<file path="src/rtl/stack_ctrl_pkg.sv">
// Shared types for the stack controller: FSM state encoding and the stack select codes
// driven towards the external shift-register stack.
package stack_ctrl_pkg;

   typedef enum logic [2:0] {
      IDLE,
      PUSH,
      POP,
      RPOP,
      RPUSH,
      DONE
   } state_e;

   localparam logic [1:0] S_HOLD = 2'b00;
   localparam logic [1:0] S_PUSH = 2'b10;
   localparam logic [1:0] S_POP  = 2'b01;

   // The stack select is a pure function of the state, so it can never glitch on inputs.
   function automatic logic [1:0] selOf(input state_e s);
      case (s)
         PUSH, RPUSH: return S_PUSH;
         POP, RPOP:   return S_POP;
         default:     return S_HOLD;
      endcase
   endfunction

endpackage

</file>
<file path="src/rtl/stack_ctrl.sv">
// Handshaked push/pop/replace controller for an external shift-register stack; tracks depth,
// rejects over/underflow without touching the stack, and keeps sticky error flags.
module stack_ctrl
   import stack_ctrl_pkg::*;
#(
   parameter int W     = 8,
   parameter int DEPTH = 4,
   localparam int DW   = $clog2(DEPTH) + 1
) (
   input  logic          ck,
   input  logic          rst_n,
   input  logic          push_req,
   input  logic          pop_req,
   input  logic [W-1:0]  din,
   input  logic          err_clr,
   output logic          ack,
   output logic          rej,
   output logic [W-1:0]  dout,
   output logic          dout_vld,
   output logic          busy,
   output logic [DW-1:0] depth,
   output logic          full,
   output logic          empty,
   output logic          ovf_err,
   output logic          unf_err,
   output logic [1:0]    stk_s,
   output logic [W-1:0]  stk_i,
   input  logic [W-1:0]  stk_t
);

   state_e        state_q;
   logic [W-1:0]  din_q;
   logic [W-1:0]  dout_q;
   logic [DW-1:0] depth_q;
   logic          ack_q;
   logic          rej_q;
   logic          vld_q;
   logic          ovf_q;
   logic          unf_q;
   logic          full_w;
   logic          empty_w;

   assign full_w  = (depth_q == DW'(DEPTH));
   assign empty_w = (depth_q == '0);

   // Requests are only looked at in IDLE; ack/rej/dout_vld are registered on entry to DONE
   // so they are high exactly for the DONE cycle. Error sets are written after the clear
   // so that a simultaneous set wins.
   always_ff @(posedge ck or negedge rst_n) begin
      if (!rst_n) begin
         state_q <= IDLE;
         din_q   <= '0;
         dout_q  <= '0;
         depth_q <= '0;
         ack_q   <= 1'b0;
         rej_q   <= 1'b0;
         vld_q   <= 1'b0;
         ovf_q   <= 1'b0;
         unf_q   <= 1'b0;
      end else begin
         ack_q <= 1'b0;
         rej_q <= 1'b0;
         vld_q <= 1'b0;
         if (err_clr) begin
            ovf_q <= 1'b0;
            unf_q <= 1'b0;
         end
         case (state_q)
            IDLE: begin
               if (push_req && !pop_req) begin
                  if (!full_w) begin
                     state_q <= PUSH;
                     din_q   <= din;
                  end else begin
                     state_q <= DONE;
                     ack_q   <= 1'b1;
                     rej_q   <= 1'b1;
                     ovf_q   <= 1'b1;
                  end
               end else if (pop_req) begin
                  if (empty_w) begin
                     state_q <= DONE;
                     ack_q   <= 1'b1;
                     rej_q   <= 1'b1;
                     unf_q   <= 1'b1;
                  end else if (push_req) begin
                     state_q <= RPOP;
                     din_q   <= din;
                  end else begin
                     state_q <= POP;
                  end
               end
            end
            PUSH: begin
               if (!full_w) depth_q <= depth_q + DW'(1);
               state_q <= DONE;
               ack_q   <= 1'b1;
            end
            POP: begin
               dout_q  <= stk_t;
               if (!empty_w) depth_q <= depth_q - DW'(1);
               state_q <= DONE;
               ack_q   <= 1'b1;
               vld_q   <= 1'b1;
            end
            RPOP: begin
               dout_q  <= stk_t;
               state_q <= RPUSH;
            end
            RPUSH: begin
               state_q <= DONE;
               ack_q   <= 1'b1;
               vld_q   <= 1'b1;
            end
            DONE:    state_q <= IDLE;
            default: state_q <= IDLE;
         endcase
      end
   end

   assign ack      = ack_q;
   assign rej      = rej_q;
   assign dout     = dout_q;
   assign dout_vld = vld_q;
   assign busy     = (state_q != IDLE);
   assign depth    = depth_q;
   assign full     = full_w;
   assign empty    = empty_w;
   assign ovf_err  = ovf_q;
   assign unf_err  = unf_q;
   assign stk_s    = selOf(state_q);
   assign stk_i    = din_q;

endmodule

</file>
<file path="config.mk">
export PLATFORM = sky130hd
export DESIGN_NAME = stack_ctrl
export DESIGN_NICKNAME = d
export VERILOG_FILES = /design/src/rtl/stack_ctrl_pkg.sv /design/src/rtl/stack_ctrl.sv
export SDC_FILE = /design/constraint.sdc
export NUM_CORES = 1
export LEC_CHECK = 0
export CAP_MARGIN = 40
export CORE_UTILIZATION = 33
export DETAILED_ROUTE_END_ITERATION = 8
export GPL_TIMING_DRIVEN = 1
export PLACE_DENSITY = 0.66
export SYNTH_ARGS = -nofsm -noshare
export SYNTH_HDL_FRONTEND = slang
export SYNTH_SLANG_ARGS = --single-unit
</file>
<file path="constraint.sdc">
create_clock -name ck -period 4.7 [get_ports ck]
set_input_delay 0.705 -clock ck [delete_from_list [all_inputs] [get_ports ck]]
set_output_delay 0.705 -clock ck [all_outputs]
set_load 0.05 [all_outputs]
</file>
======== Word level (Yosys, flattened, before mapping) ========
Cells that the tools add are included.
word-level totals
  register bits ........................... 27
  bits of input ports ..................... 21
  output and inout bits ................... 29
  word-level logic and storage cells ...... 66
operators by class
  add/sub/neg operators ................... 2
  equality and inequality tests ........... 10
  muxes and demuxes ....................... 31
  reduce and logical (&&, ||, !) cells .... 14
operators with widths
  kind                                                                      number
  8-bit 2-to-1 mux                                                          5
  3-bit 2-to-1 mux                                                          6
  1-bit 2-to-1 mux                                                          16
  3-bit case mux with 3 select lines                                        1
  3-bit by 2-bit == test with 1-bit output (second input constant)          2
  3-bit == test (second input constant)                                     2
  3-bit zero test                                                           2
  2-bit inequality test (second input constant)                             3
  3-bit case mux with 2 select lines                                        1
  2-bit nonzero test                                                        3
  2-bit OR reduction                                                        3
  5-bit AND reduction                                                       1
  2-bit case mux with 2 select lines                                        1
  3-bit by 1-bit adder with 3-bit output (second input constant)            1
  3-bit by 1-bit == test with 1-bit output (second input constant)          1
  3-bit inequality test (second input constant)                             1
  3-bit AND reduction                                                       1
  3-bit nonzero test                                                        1
  3-bit OR reduction                                                        1
  3-bit by 1-bit subtractor with 3-bit output (second input constant)       1
  2-bit by 1-bit inequality test with 1-bit output (second input constant)  1
  1-bit case mux with 2 select lines                                        1
  1-bit logical AND                                                         1
  1-bit zero test                                                           1

======== Longest topological paths before layout ========
  depth after elaboration ................. 5
  gate-level depth with buffers ........... 9
  depth with buffers taken out ............ 7

======== Least setup slack after synthesis ========
No wires, ideal clock.
  path type ............................... reg-to-reg
  from .................................... register state_q[2]
  to ...................................... register depth_q[2], in the netlist depth[2]
  setup time .............................. 0.130 ns
  arrival ................................. 2.348 ns
  data required time ...................... 4.570 ns
  setup slack ............................. 2.222 ns
  stages on the path, launching flop included .. 10
  path buffers ............................ 2
  period minus slack after synthesis ...... 2.478 ns
  cells stage by stage .................... dfrtp_1 buf_4 inv_1 nand2_1 buf_2 or2_2 fa_1 or4b_2 o22ai_1 a211oi_1
between the ends
  cells in the longest elaborated chain, start to end .. 3
  elaborated cells on any way between the ends .. 7
  classes of those cells .................. eq/ne: 4; mux: 1; reduce/logical: 2
ends and longest elaborated chain
  element                                                                                                      line               RTL
  start: declaration                                                                                           stack_ctrl.sv:31   state_e state_q;
  start signal: assignment                                                                                     stack_ctrl.sv:51   state_q <= IDLE;
  start signal: assignment                                                                                     stack_ctrl.sv:72   state_q <= PUSH;
  start signal: assignment                                                                                     stack_ctrl.sv:75   state_q <= DONE;
  3-bit by 2-bit == test with 1-bit output / 3-bit by 1-bit == test with 1-bit output (equally long branches)  stack_ctrl.sv:68   case (state_q)
  2-bit inequality test (no source line) / 2-bit nonzero test (equally long branches)                          -
  3-bit AND reduction (no source line)                                                                         -
  end signal: assignment                                                                                       stack_ctrl.sv:95   if (!full_w) depth_q <= depth_q + DW'(1);
  end signal: assignment                                                                                       stack_ctrl.sv:101  if (!empty_w) depth_q <= depth_q - DW'(1);
  end: declaration                                                                                             stack_ctrl.sv:34   logic [DW-1:0] depth_q;
Several ways; a longest one is shown, not always the timed one.
A chain may end at the register's enable or synchronous reset.

======== Worst setup path in the final report ========
  from .................................... register state_q[1]
  to ...................................... output port stk_s[0]
between the ends
  cells in the longest elaborated chain, start to end .. 3
  elaborated cells on any way between the ends .. 7
  classes of those cells .................. eq/ne: 4; mux: 1; reduce/logical: 2
ends and longest elaborated chain
  element                                                                 line                  RTL
  3-bit by 2-bit == test with 1-bit output, or another cell as far along  stack_ctrl_pkg.sv:20  case (s)
  2-bit OR reduction, on equally long branches                            -
  2-bit case mux with 2 select lines *                                    stack_ctrl_pkg.sv:20
  end: declaration                                                        stack_ctrl.sv:26      output logic [1:0] stk_s,
Mark *: on every way between the ends. The rest lies on a longest branch, timed or not.

==> run metrics <==
status=finished, final reports clean; wire per inst=13.2 um; Setup WS post-layout=1.80 ns; Post-synth ARST share=100%; drt pass-1 iters=4; Initial Util=34.2%; Yosys cell types=31; Multi-input gate area=505 um2; Post-CTS Setup Bufs=0; CTS Buffer Depth=2; TritonCTS Sinks=27; CP max FO=13; ANT cells=0; Final Max Slew Viols=0; worst relative slew slack=65.8%; FP Rows=22; final wirelength=about 2600 um; pin count of the biggest net entering global routing=28; number of synthesized flops with an enable pin=0; CTS root buf=clkbuf_8; Final setup violation count=0; Main synth FF type=dfrtp_1; post-synthesis cell count=104; first-pass GRT wire length=4540 um; period utilization=61.6%; Final GP Congestion=0.765; CTS Hold Buffers Added=0; Worst-Skew Late Latency=0.27 ns; CP required=about 4 ns; post-cts sizing count=0; drt drc=0; WP data arrival=2.19 ns; IO Pins=50; Die X-Extent=roughly 64 um; chip height=63.6 um; Die Area=4050 um2; DP HPWL=1960 um; Slew @ Worst Pin=0.512 ns; clk slew on worst S/H paths=0.09 ns; vias in the first global route=roughly 950; Total GRT Usage=roughly 14%; synth warn=0; setup_tns=0 ns; clock tree from TritonCTS=yes; post-synthesis register bit count=27; NumNets Final=175; Initial DRC Count=12; grt total ovfl=0; initial antenna violation count=0; Crit. End Element=output port; Hold/Removal Path Class=reg2reg; Num CTS Buffers=3; filler instances=331; Core Box Area=3660 um2; Place WS=1.91 ns; area delta synth->final=45.5%; Synth Area per Inst=around 12 um2; via count=967; register area share after synthesis=53.9%; unrepaired setup endpoints after global routing=false; fin crit period=2.90 ns; fmax=345 MHz; Synth Net Count=126; Reg area=676 um2; ratio of cells with drive above 1 in the final layout=17.1%; critical path startpoint category=register; drt via density=a little under 5; maxcap violations=0; Mapped Area=between 1000 and 1500 um2; Final Hold Vio Count=0; CTS HTree Levels=1; Setup CP Type=reg2out; DRT antenna net count=0; Worst Skew=0.00771 ns; IO Port Bufs=49
==> cell families after synthesis <==
family	synth area share, %
adders and majority gates	2.40
muxes	14.4
AOI/OAI and AO/OA	10.9
DFF	53.9
xor gates and xnor gates	2.10
and+or+nand+nor	10.6
buffers and inverters	5.69
==> stage by stage <==
stage | util, % | cells | area, um2 | hold WS, ns
final | 49.8 | 200 | 1820 | 0.511
after global routing | 49.8 | 200 | 1820 | 0.536
after CTS | 49.8 | 200 | 1820 | 0.517
after detailed placement | 48.5 | 196 | 1780 | 0.495
after global placement | 48.5 | 196 | 1780 | 0.485
after floorplan | - | 104 | 1250 | 0.409
==> cell usage in the layout (no fill, tap or decap), types with 2 or more instances in the layout <==
cell type and count:
a21oi_1 4, nor2_1 8, o31ai_1 2, inv_1 10, xnor2_1 3, nand2_1 3
clkbuf_8 3, a211oi_1 2, mux2_2 16, clkdlybuf4s50_1 49, o22ai_1 2, dfrtp_1 27
nor2b_1 2, o21ai_0 3
==> final timing paths <==
| path | startpoint | endpoint | slack (ns) | cells past startpoint |
|---|---|---|---|---|
| max | state_q[1]$_DFFE_PN0P_ | stk_s[0] | 1.80 | 3 |
| min | stk_i[5]$_DFFE_PN0P_ | stk_i[5]$_DFFE_PN0P_ | 0.51 | 1 |
| max reg2reg | state_q[1]$_DFFE_PN0P_ | depth[2]$_DFFE_PN0P_ | 1.91 | 6 |
| min reg2reg | stk_i[5]$_DFFE_PN0P_ | stk_i[5]$_DFFE_PN0P_ | 0.51 | 1 |
| max in group asynchronous | rst_n | stk_i[5]$_DFFE_PN0P_ | 3.64 | 2 |
| min in group asynchronous | rst_n | depth[0]$_DFFE_PN0P_ | 0.79 | 2 |
==> synth_stat cells, types with 2 or more instances <==
cell | count | area share, %
a211oi_1 | 2 | 1.2
nor2_1 | 8 | 2.4
a21oi_1 | 4 | 1.6
dfrtp_1 | 27 | 54
buf_2 | 3 | 1.2
o31ai_1 | 2 | 1.2
mux2_2 | 16 | 14
xnor2_1 | 3 | 2.1
o22ai_1 | 2 | 1.0
o21ai_0 | 3 | 1.2
buf_4 | 2 | 1.2
nor2b_1 | 2 | 1.0
inv_1 | 10 | 3.0
nand2_1 | 3 | 0.90
==> worst max-delay path: stages, from the launching register on <==
cell and delay, ns:
dfrtp_1 0.61, nand2_1 0.37, inv_1 0.13, clkdlybuf4s50_1 0.81
==> per-layer routing <==
metal / vias up / global-route usage, % / share of wire, %
li1: 451 / - / -
met1: 471 / 18.4 / 44
met2: 40 / 23.1 / 48
met3: 5 / 2.72 / 6.4
met4: 0 / 6.82 / 2.0
met5: - / 0 / 0
==> cell type report <==
cell class | count | share of cell area [%]
repair buffers | 50 | 27.3
inverters | 10 | 2.06
flip-flops and latches | 27 | 37.1
well taps | 48 | 3.30
multi-input cells | 61 | 27.7
clock buffers | 4 | 2.47
==> registers in the layout, summed over array words and instances, names as in the netlist <==
| signal | cells |
|---|---|
| dout | 8 |
| stk_i | 8 |
| depth | 3 |
| state_q | 3 |
| ack | 1 |
| dout_vld | 1 |
| ovf_err | 1 |
| rej | 1 |
| unf_err | 1 |
Power is not shown: default switching activity piles up to over one toggle a cycle in this logic, so the estimate is an artifact.
